**config.mk**
```make
export PLATFORM = sky130hd
export DESIGN_NAME = dvi_receiver
export DESIGN_NICKNAME = d
export VERILOG_FILES = /design/src/rtl/dvi_pkg.sv /design/src/rtl/sync_fifo.sv /design/src/rtl/dvi_receiver.sv
export SDC_FILE = /design/constraint.sdc
export NUM_CORES = 1
export LEC_CHECK = 0
export CAP_MARGIN = 20
export CORE_MARGIN = 2
export CORE_UTILIZATION = 45
export CTS_BUF_LIST = sky130_fd_sc_hd__clkbuf_16
export CTS_CLUSTER_DIAMETER = 80
export DETAILED_ROUTE_END_ITERATION = 6
export GPL_ROUTABILITY_DRIVEN = 0
export SKIP_LAST_GASP = 1
export SLEW_MARGIN = 20
export SYNTH_ARGS = -nofsm -noshare
export SYNTH_HDL_FRONTEND = slang
export SYNTH_SLANG_ARGS = --single-unit
```
**constraint.sdc**
```tcl
create_clock -name clk -period 11.8 [get_ports clk]
set_clock_uncertainty 0.2 [all_clocks]
set_input_delay 2.95 -clock clk [delete_from_list [all_inputs] [get_ports clk]]
set_output_delay 2.95 -clock clk [all_outputs]
set_load 0.005 [all_outputs]
```
**src/rtl/dvi_pkg.sv**
```systemverilog
// Shared types and constants for the DVI receive path.
//   rx_state_t  : receive state machine states
//   pixel_t     : one assembled 24-bit pixel
//   fifo_word_t : pixel plus start-of-frame / end-of-line tags as stored in the FIFO
//   GEOM_W      : width of the geometry counters and outputs
package dvi_pkg;

  localparam int unsigned GEOM_W = 12;
  localparam int unsigned HALF_W = 12;

  typedef logic [2*HALF_W-1:0] pixel_t;

  typedef struct packed {
    pixel_t data;
    logic   sof;
    logic   eol;
  } fifo_word_t;

  typedef enum logic [1:0] {
    SEEK,
    FRAME,
    HI,
    DROP
  } rx_state_t;

  // Saturating increment for the geometry counters.
  function automatic logic [GEOM_W-1:0] sat_inc(input logic [GEOM_W-1:0] v);
    return (v == '1) ? v : v + 1'b1;
  endfunction

endpackage

```
**src/rtl/sync_fifo.sv**
```systemverilog
// Synchronous FIFO with a registered, show-ahead output stage.
//   clk, rst_n : clock, asynchronous active-low reset
//   wr_en      : write request (dropped internally if full and not reading)
//   wr_data    : write word
//   full       : DEPTH words held (output register included)
//   rd_en      : consume the word on rd_data when rd_valid
//   rd_data    : head word, held stable until consumed
//   rd_valid   : rd_data holds a valid word
module sync_fifo #(
  parameter int unsigned WIDTH = 8,
  parameter int unsigned DEPTH = 16
) (
  input  logic             clk,
  input  logic             rst_n,
  input  logic             wr_en,
  input  logic [WIDTH-1:0] wr_data,
  output logic             full,
  input  logic             rd_en,
  output logic [WIDTH-1:0] rd_data,
  output logic             rd_valid
);

  localparam int unsigned AW = $clog2(DEPTH);

  // The head word lives in rd_data; the array holds the up to DEPTH-1 words behind it.
  logic [WIDTH-1:0] mem [DEPTH];
  logic [AW-1:0]    wr_ptr;
  logic [AW-1:0]    rd_ptr;
  logic [AW-1:0]    mem_cnt;

  logic rd_fire;
  logic head_free;
  logic mem_rd;
  logic mem_wr;
  logic bypass;

  always_comb begin
    rd_fire   = rd_en && rd_valid;
    head_free = !rd_valid || rd_fire;
    full      = rd_valid && (mem_cnt == AW'(DEPTH - 1));
    mem_rd    = head_free && (mem_cnt != '0);
    // An empty array with a free head: the write goes straight to the output register.
    bypass    = head_free && (mem_cnt == '0) && wr_en;
    mem_wr    = wr_en && !bypass && (!full || rd_fire);
  end

  always_ff @(posedge clk or negedge rst_n) begin
    if (!rst_n) begin
      wr_ptr   <= '0;
      rd_ptr   <= '0;
      mem_cnt  <= '0;
      rd_data  <= '0;
      rd_valid <= 1'b0;
    end else begin
      if (mem_wr) wr_ptr <= wr_ptr + 1'b1;
      if (mem_rd) rd_ptr <= rd_ptr + 1'b1;
      case ({mem_wr, mem_rd})
        2'b10:   mem_cnt <= mem_cnt + 1'b1;
        2'b01:   mem_cnt <= mem_cnt - 1'b1;
        default: mem_cnt <= mem_cnt;
      endcase
      if (head_free) begin
        if (mem_rd) begin
          rd_data  <= mem[rd_ptr];
          rd_valid <= 1'b1;
        end else if (bypass) begin
          rd_data  <= wr_data;
          rd_valid <= 1'b1;
        end else begin
          rd_valid <= 1'b0;
        end
      end
    end
  end

  always_ff @(posedge clk) begin
    if (mem_wr) mem[wr_ptr] <= wr_data;
  end

endmodule

```
**src/rtl/dvi_receiver.sv**
```systemverilog
// Receive end of a 12-bit half-pixel DVI-style bus.
// Pairs two half-words into a 24-bit pixel, tags sof/eol, buffers pixels in a
// FIFO and presents them on a valid/ready stream. Also measures frame geometry
// and keeps sticky overflow / half-pixel / hsync status flags.
//   clk, resetn            : bus clock (two cycles per pixel), async active-low reset
//   dvi_de/vs/hs, dvi_d    : input bus; first half is bits [11:0], second [23:12]
//   px_data/sof/eol        : output pixel and tags
//   px_valid, px_ready     : output stream handshake
//   clear_status           : one-cycle pulse clearing the sticky flags
//   overflow               : sticky, pixel lost to a full FIFO
//   half_error             : sticky, de fell after an odd number of halves
//   hs_seen                : sticky, an active hsync edge was observed
//   frame_width/height     : geometry of the last complete frame
//   geom_valid             : one-cycle pulse when the geometry updates
module dvi_receiver
  import dvi_pkg::*;
#(
  parameter int unsigned FIFO_DEPTH     = 16,
  parameter bit          VS_ACTIVE_HIGH = 1'b1,
  parameter bit          HS_ACTIVE_HIGH = 1'b1
) (
  input  logic              clk,
  input  logic              resetn,
  input  logic              dvi_de,
  input  logic              dvi_vs,
  input  logic              dvi_hs,
  input  logic [11:0]       dvi_d,
  output logic [23:0]       px_data,
  output logic              px_sof,
  output logic              px_eol,
  output logic              px_valid,
  input  logic              px_ready,
  input  logic              clear_status,
  output logic              overflow,
  output logic              half_error,
  output logic              hs_seen,
  output logic [GEOM_W-1:0] frame_width,
  output logic [GEOM_W-1:0] frame_height,
  output logic              geom_valid
);

  // ---------------- input stage ----------------
  logic        de_r, de_d;
  logic        vs_a, vs_a_d;
  logic        hs_a, hs_a_d;
  logic [11:0] d_r;

  always_ff @(posedge clk or negedge resetn) begin
    if (!resetn) begin
      de_r   <= 1'b0;
      de_d   <= 1'b0;
      vs_a   <= 1'b0;
      vs_a_d <= 1'b0;
      hs_a   <= 1'b0;
      hs_a_d <= 1'b0;
      d_r    <= '0;
    end else begin
      de_r   <= dvi_de;
      de_d   <= de_r;
      // Syncs are stored already normalised to "1 = active".
      vs_a   <= (dvi_vs == VS_ACTIVE_HIGH);
      vs_a_d <= vs_a;
      hs_a   <= (dvi_hs == HS_ACTIVE_HIGH);
      hs_a_d <= hs_a;
      d_r    <= dvi_d;
    end
  end

  logic vs_edge;
  logic hs_edge;
  logic de_fall;

  always_comb begin
    vs_edge = vs_a && !vs_a_d;
    hs_edge = hs_a && !hs_a_d;
    de_fall = de_d && !de_r;
  end

  // ---------------- state machine ----------------
  rx_state_t state, state_nx;

  logic        hold_valid;
  logic        hold_sof;
  pixel_t      hold_data;
  logic [11:0] lo_half;
  logic        sof_pending;

  logic fifo_full;
  logic fifo_rd;
  logic in_frame;
  logic capture_lo;
  logic form_px;
  logic push;
  logic push_eol;
  logic fifo_wr;
  logic drop_px;
  logic half_err_set;

  always_ff @(posedge clk or negedge resetn) begin
    if (!resetn) state <= SEEK;
    else         state <= state_nx;
  end

  always_comb begin
    state_nx = state;
    case (state)
      SEEK: begin
        if (vs_edge) state_nx = FRAME;
      end
      FRAME: begin
        if (vs_edge)         state_nx = FRAME;
        else if (drop_px)    state_nx = DROP;
        else if (capture_lo) state_nx = HI;
      end
      HI: begin
        if (vs_edge)      state_nx = FRAME;
        else if (drop_px) state_nx = DROP;
        else              state_nx = FRAME;
      end
      DROP: begin
        if (vs_edge) state_nx = FRAME;
      end
      default: state_nx = SEEK;
    endcase
  end

  // vs_edge outranks pixel assembly: a half in flight at a new frame is discarded.
  always_comb begin
    fifo_rd      = px_valid && px_ready;
    in_frame     = (state == FRAME) || (state == HI);
    capture_lo   = (state == FRAME) && de_r && !vs_edge;
    form_px      = (state == HI) && de_r && !vs_edge;
    half_err_set = (state == HI) && !de_r && !vs_edge;
    // A held pixel leaves when its successor completes (not last in line) or
    // when the line/frame ends under it (last in line).
    push         = in_frame && hold_valid && (form_px || de_fall || vs_edge);
    push_eol     = !form_px;
    fifo_wr      = push && (!fifo_full || fifo_rd);
    drop_px      = push && fifo_full && !fifo_rd;
  end

  // ---------------- holding register ----------------
  always_ff @(posedge clk or negedge resetn) begin
    if (!resetn) begin
      lo_half     <= '0;
      hold_data   <= '0;
      hold_sof    <= 1'b0;
      hold_valid  <= 1'b0;
      sof_pending <= 1'b0;
    end else begin
      if (capture_lo) lo_half <= d_r;

      if (drop_px) begin
        hold_valid <= 1'b0;
      end else if (form_px) begin
        hold_data  <= {d_r, lo_half};
        hold_sof   <= sof_pending;
        hold_valid <= 1'b1;
      end else if (push) begin
        hold_valid <= 1'b0;
      end

      if (vs_edge)      sof_pending <= 1'b1;
      else if (form_px) sof_pending <= 1'b0;
    end
  end

  // ---------------- pixel FIFO ----------------
  fifo_word_t wr_word;
  fifo_word_t rd_word;

  always_comb begin
    wr_word.data = hold_data;
    wr_word.sof  = hold_sof;
    wr_word.eol  = push_eol;
  end

  sync_fifo #(
    .WIDTH ($bits(fifo_word_t)),
    .DEPTH (FIFO_DEPTH)
  ) u_fifo (
    .clk      (clk),
    .rst_n    (resetn),
    .wr_en    (fifo_wr),
    .wr_data  (wr_word),
    .full     (fifo_full),
    .rd_en    (px_ready),
    .rd_data  (rd_word),
    .rd_valid (px_valid)
  );

  always_comb begin
    px_data = rd_word.data;
    px_sof  = rd_word.sof;
    px_eol  = rd_word.eol;
  end

  // ---------------- geometry ----------------
  logic [GEOM_W-1:0] pix_cnt;
  logic [GEOM_W-1:0] line_cnt;
  logic [GEOM_W-1:0] last_width;
  logic              geom_upd;

  always_comb begin
    geom_upd = vs_edge && in_frame && (line_cnt != '0);
  end

  // last_width tracks the running pixel count of the most recent line that
  // received a pixel, so it already holds the last line's width at vs time.
  always_ff @(posedge clk or negedge resetn) begin
    if (!resetn) begin
      pix_cnt    <= '0;
      line_cnt   <= '0;
      last_width <= '0;
    end else if (vs_edge) begin
      pix_cnt    <= '0;
      line_cnt   <= '0;
      last_width <= '0;
    end else if (form_px) begin
      pix_cnt    <= sat_inc(pix_cnt);
      last_width <= sat_inc(pix_cnt);
      if (pix_cnt == '0) line_cnt <= sat_inc(line_cnt);
    end else if (de_fall) begin
      pix_cnt <= '0;
    end
  end

  always_ff @(posedge clk or negedge resetn) begin
    if (!resetn) begin
      frame_width  <= '0;
      frame_height <= '0;
      geom_valid   <= 1'b0;
    end else begin
      geom_valid <= geom_upd;
      if (geom_upd) begin
        frame_width  <= last_width;
        frame_height <= line_cnt;
      end
    end
  end

  // ---------------- sticky status ----------------
  always_ff @(posedge clk or negedge resetn) begin
    if (!resetn) begin
      overflow   <= 1'b0;
      half_error <= 1'b0;
      hs_seen    <= 1'b0;
    end else begin
      overflow   <= drop_px      || (overflow   && !clear_status);
      half_error <= half_err_set || (half_error && !clear_status);
      hs_seen    <= hs_edge      || (hs_seen    && !clear_status);
    end
  end

endmodule

```
# Word-level counts from Yosys, hierarchy flattened
# Memories as Yosys holds them, arrays and structs flattened.
# Cells that the tools add are included.
# word_totals
n_memories	1
latchBits	0
rom_bits	0
ram_bits	416
regBits	162
out_inout_bits	55
# classes
n_mux	29
order_cmp	0
add_sub_neg	6
reduce_logical	60
mul	0
bitwise_logic	1
shifts	0
n_eq_ne	11
div	0
# mem_list
name	words	width	rd	rd_clocked_by_memory_dff	wr	line	rtl
u_fifo.mem	16	26	1	0	1	sync_fifo.sv:26	logic [WIDTH-1:0] mem [DEPTH];
# op_table
operator	n
$mux W12	10
$mux W26	2
$logic_and A1 B1 Y1	26
$add A12 B1 Y12 const B	2
$eq A12 B12 Y1 const B	2
$add A4 B1 Y4 const B	3
$logic_not A12 Y1	1
$mux W2	6
$reduce_bool A12 Y1	1
$logic_not A1 Y1	10
$mux W1	9
$logic_or A1 B1 Y1	8
$pmux W4 S2	1
$reduce_bool A2 Y1	4
$eq A2 B2 Y1 const B	3
$pmux W2 S3	1
$reduce_and A2 Y1	3
$reduce_bool A3 Y1	2
$eq A2 B1 Y1 const B	2
$eq A4 B4 Y1 const B	1
$logic_not A4 Y1	1
$ne A4 B4 Y1 const B	1
$reduce_bool A4 Y1	1
$sub A4 B1 Y4 const B	1
6 further kinds	6

# Logic depth before layout (Yosys ltp)
# logic_depth
word_depth	14
mapped_depth	13
mapped_depth_nobuf	13

# Modules after synthesis
# A second synthesis with hierarchy kept.
# unflattened
cells_unflattened	1350
area_unflattened_um2	22920.7
# by_module_without_submodules
module	area_per_inst_um2	cells_per_inst	n_inst	seq_area_each_um2
sync_fifo	17671.9	918	1	13467.9
dvi_receiver	5248.8	432	1	3078.0

# Least setup slack after synthesis
# No wires, ideal clock.
# synth_path
kind	input -> register
from	in px_ready
to	mem u_fifo.mem[3][0] in the netlist's numbering, enable pin
n_path_buf	0
cell_stages	5
path_slack_ps	4721
arrival_time_ps	6394
setup_ps	484
required_ps	11116
cell_sequence	nor2b_1 -> and3_1 -> nor3_4 -> inv_2 -> nor4b_1
# synth_between
elab_chain_cells	9
elab_cells_between_ends	11
cone_classes	2 x mux; 9 x reduce/logical
# synth_lines
item	line	rtl
start, declared	dvi_receiver.sv:32	input logic px_ready,
$logic_and A1 B1 Y1 (*)	sync_fifo.sv:38, dvi_receiver.sv:129	
$logic_or A1 B1 Y1 (on tied branches)	sync_fifo.sv:39, sync_fifo.sv:44, dvi_receiver.sv:138	
$logic_and A1 B1 Y1 (on tied branches)	sync_fifo.sv:43, dvi_receiver.sv:138	
$logic_and A1 B1 Y1	sync_fifo.sv:43	bypass = head_free && (mem_cnt == '0) && wr_en;
$logic_not A1 Y1	sync_fifo.sv:44	mem_wr = wr_en && !bypass && (!full || rd_fire);
$logic_and A1 B1 Y1	sync_fifo.sv:44	
$logic_and A1 B1 Y1 (*)	sync_fifo.sv:44	
$mux W1 (*)	sync_fifo.sv:77	if (mem_wr) mem[wr_ptr] <= wr_data;
$mux W1 (not written as such) (*)	sync_fifo.sv:77	
end, declared	sync_fifo.sv:26	
# Mark *: on every way between the ends. The rest lies on a longest branch, timed or not.

# Worst setup path in the final report
# layout_path
from	in px_ready
to	reg u_fifo.mem_cnt[2]
# layout_between
elab_cells_between_ends	14
cone_classes	2 x eq/ne; 1 x mux; 11 x reduce/logical
# layout_lines
item	line	rtl
$logic_and A1 B1 Y1 (*)	sync_fifo.sv:38	rd_fire = rd_en && rd_valid;
$logic_or A1 B1 Y1 (*)	sync_fifo.sv:39	head_free = !rd_valid || rd_fire;
$logic_and A1 B1 Y1 (*)	sync_fifo.sv:41	mem_rd = head_free && (mem_cnt != '0);
via u_fifo.mem_rd	sync_fifo.sv:33	logic mem_rd;
$eq A2 B1 Y1 or $eq A2 B2 Y1 (tied branches)	sync_fifo.sv:57	case ({mem_wr, mem_rd})
$pmux W4 S2 or $reduce_bool A2 Y1 (tied branches)	--	
end signal, assigned	sync_fifo.sv:58	2'b10: mem_cnt <= mem_cnt + 1'b1;
end signal, assigned	sync_fifo.sv:59	2'b01: mem_cnt <= mem_cnt - 1'b1;
end signal, assigned	sync_fifo.sv:60	default: mem_cnt <= mem_cnt;
end, declared	sync_fifo.sv:29	logic [AW-1:0] mem_cnt;
# The timed path passes the listed nets; every way through them passes the cells marked *.
# A chain may end at the register's enable or synchronous reset.

==> summary.md <==
| Metric | Value |
|---|---|
| Vias in the first global route | 12700 |
| CP Cell Sequence | clkdlybuf4s50_1 -> nand2b_1 -> nand2_1 -> buf_4 -> inv_1 -> ha_1 -> xor2_1 -> ha_1 -> a21oi_1 -> xor2_1 -> nor2_1 -> xor2_1 |
| P&R area growth vs syn | 14.2% |
| Hold depth | 0 |
| Port buffer count | 73 |
| Mapped Cells | 1381 |
| Worst setup path start | px_ready |
| Synth Cell Area | 23000 um^2 |
| Final net count | 1504 |
| DRT met1 WL | 23400 um |
| All-layer global routing usage | 0.204 |
| Number of flops mapped to enable cells by yosys | 416 |
| Clk_lat worst skew | 0.61 ns |
| Relative slew slack | 0.183 |
| Register Area | 16600 um^2 |
| Worst Path Required | 12.08 ns |
| Max-Cap Viols | 0 |
| Sequential area share after synthesis | 0.721 |
| Die area | 52800 um^2 |
| Multi-input gate area | 6020 um^2 |
| Hold Vio Cnt, Final | 0 |
| Worst endpoint data arrival time | 5.43 ns |
| Drt wl/cell | 24.4 um |
| Root buffer cell | clkbuf_16 |
| Setup bufs post-CTS | 0 |
| Starting Density | 0.457 |
| Peak VDD IR | 0.176 mV |
| Post-CTS Hold Buffers | 0 |
| Crit-path most repeated cell | xor2_1 |
| Via count | 12600 |
| Final setup TNS | 0 ns |
| Netlist cell types | 62 |
| Met2 WL | 25500 um |
| Die H | 230 um |
| Top Metal Used | met4 |
| Hold endpoint | hs_a_d |
| Final period utilization | 0.437 |
| Filler cells | 4103 |
| Antenna violations before repair | 0 |
| Post-synth top area share | 0.544 |
| Die W | 230 um |
| Design internal power | 4.16 mW |
| Share of synthesized flip-flops with an asynchronous set or reset | 0.280 |
| Clock Power Share | 0.275 |
| Worst path buffer plus inverter count | 3 |
| R2R depth | 13 |
| Hold Startpoint | hs_a |
| Rows | 82 |
| # resized after CTS | 0 |
| Drt initial violations | 960 |
| FF-to-FF setup slack | 8.24 ns |
| Leak pwr | 9.30 nW |
| Total power draw | 6.12 mW |
| CORE AREA | 50300 um^2 |
| Detail Route Antenna Nets | 0 |
| Wirelength, routed | 53500 um |
| Critical Path Start Type | input port |
| Largest delay share family, worst path | buffers and inverters |
| Clock buffer depth | 3 |
| Synth Area per Inst | 16.6 um^2 |
| Post-synth net total | 1415 |
| Power share of the combinational group | 0.233 |
| Htree depth | 2 |
| Dominant cells by area after synthesis | edfxtp_1, dfrtp_1, mux2i_1 |
| Worst R2R End | u_fifo.mem_cnt[2] |
| Sw frac | 0.321 |
| Worst reg2reg path startpoint | state[0] |
| Cell area power density | 233 nW/um^2 |
| DR WL met3 | 2890 um |
| CP max stage delay | 0.41 ns |
| Clock slew at reported path FFs | 0.06 ns |
| Final-report max-slew violation count | 0 |
| Critical path class | input port to register |
| Final HPWL DP | 31500 um |
| Sequential power share | 0.492 |
| Vias per cell | 5.74 |
| Commonest non-fill, non-tap cell in the layout | edfxtp_1 |
| Minimum clock period | 5.15 ns |
| CTS tree | built |
| RSZ-0062 raised after global routing | false |
| Antenna cell count | 0 |
| Fmax | 194 MHz |
| First-pass GRT wire length | 81000 um |
| Synth Register Bits | 578 |
| Hold Crit Class | register to register |
| Status | finished, final reports clean |
| NetSw | 1.96 mW |
| Most frequent cells in the layout | edfxtp_1, dfrtp_1, mux2i_1 |
| Largest net degree at the start of global routing | 142 |
| Largest fanout on the critical path | 31 |
| Worst Setup End Kind | register |
| Total number of yosys warnings | 0 |
| GR Overflow Total | 0 |
| DRC Markers | 0 |
| Pre-antenna DRT Iters | 5 |
| CP max-delay cell | clkdlybuf4s50_1 |
| # setup viols final | 0 |
| Ratio of cells with drive above 1 in the final layout | 0.159 |
| CTS Buf Count | 58 |
| CTS Sinks | 578 |
| Area leader, netlist | edfxtp_1 |
| Ys flop type | edfxtp_1 |
| Worst Tran Pin Value | 1.23 ns |
| I/O pins | 74 |
-- synthesized netlist by cell type (30+ instances only) --
library cell,count
mux4_2,31
o21ai_0,48
nand2_1,43
dfrtp_1,162
nand3_1,43
clkbuf_1,30
mux2i_1,147
a31oi_1,30
mux2_2,65
a22oi_1,74
edfxtp_1,416
nor2_1,51
-- cell type report --
class | count | share of cell area
sequential | 578 | 0.631
clock inverter | 51 | 0.0107
tap | 672 | 0.0321
multi-input combinational | 708 | 0.229
clock buffer | 58 | 0.0553
timing repair buffer | 107 | 0.0390
inverter | 17 | 0.00243
-- per-layer routing --
| metal | GRT usage | vias to the layer above |
|---|---|---|
| met5 | 0 | - |
| li1 | - | 5564 |
| met3 | 0.0352 | 99 |
| met1 | 0.282 | 6552 |
| met4 | 0.0704 | 0 |
| met2 | 0.329 | 356 |
-- state kept, by name, summed over array words and instances (netlist names), 12 cells and up --
| signal | count |
|---|---|
| u_fifo.mem | 416 |
| u_fifo.rd_data | 26 |
| hold_data | 24 |
| d_r | 12 |
| frame_height | 12 |
| frame_width | 12 |
| last_width | 12 |
| line_cnt | 12 |
| lo_half | 12 |
| pix_cnt | 12 |
-- metrics by stage --
stage          cells  utilization  worst slack (ns)  hold slack (ns)  area, um^2
5_1_grt         2191        0.522              6.42            0.194       26200
3_5_place_dp    2080        0.487              6.06            0.163       24500
6_report        2191        0.522              6.65            0.196       26200
4_1_cts         2189        0.521              6.68            0.196       26200
2_1_floorplan   1381            -              4.72            0.154       23000
3_3_place_gp    2080        0.487              6.04            0.158       24500
-- worst max path at each step --
stage | slack, ns | cells past startpoint | endpoint
floorplan | 4.72 | 5 | u_fifo.mem[3][0]
global placement | 6.04 | 12 | u_fifo.mem_cnt[2]
detailed placement | 6.06 | 12 | u_fifo.mem_cnt[2]
CTS | 6.68 | 12 | u_fifo.mem_cnt[2]
global route | 6.42 | 12 | u_fifo.mem_cnt[2]
finish | 6.65 | 12 | u_fifo.mem_cnt[2]
-- logic make-up (layout without fill, tap and decap cells) --
group / after synthesis / after routing / synth area share
buffers and inverters: 95 / 233 / 0.0205
AOI/OAI and AO/OA: 212 / 212 / 0.0632
xor gates and xnor gates: 26 / 26 / 0.00992
and+or+nand+nor: 212 / 212 / 0.0513
adders and majority gates: 15 / 15 / 0.00817
muxes: 243 / 243 / 0.126
DFF: 578 / 578 / 0.721
-- power groups by stage --
stage / Combinational [mW] / Sequential [mW] / Clock [mW]
floorplan: 0.988 / 2.79 / 0
global placement: 1.42 / 3.05 / 0
detailed placement: 1.43 / 3.07 / 0
CTS: 1.43 / 3.02 / 1.72
global route: 1.53 / 3.05 / 1.80
finish: 1.42 / 3.01 / 1.69
Power figures use the tool's default switching activity.
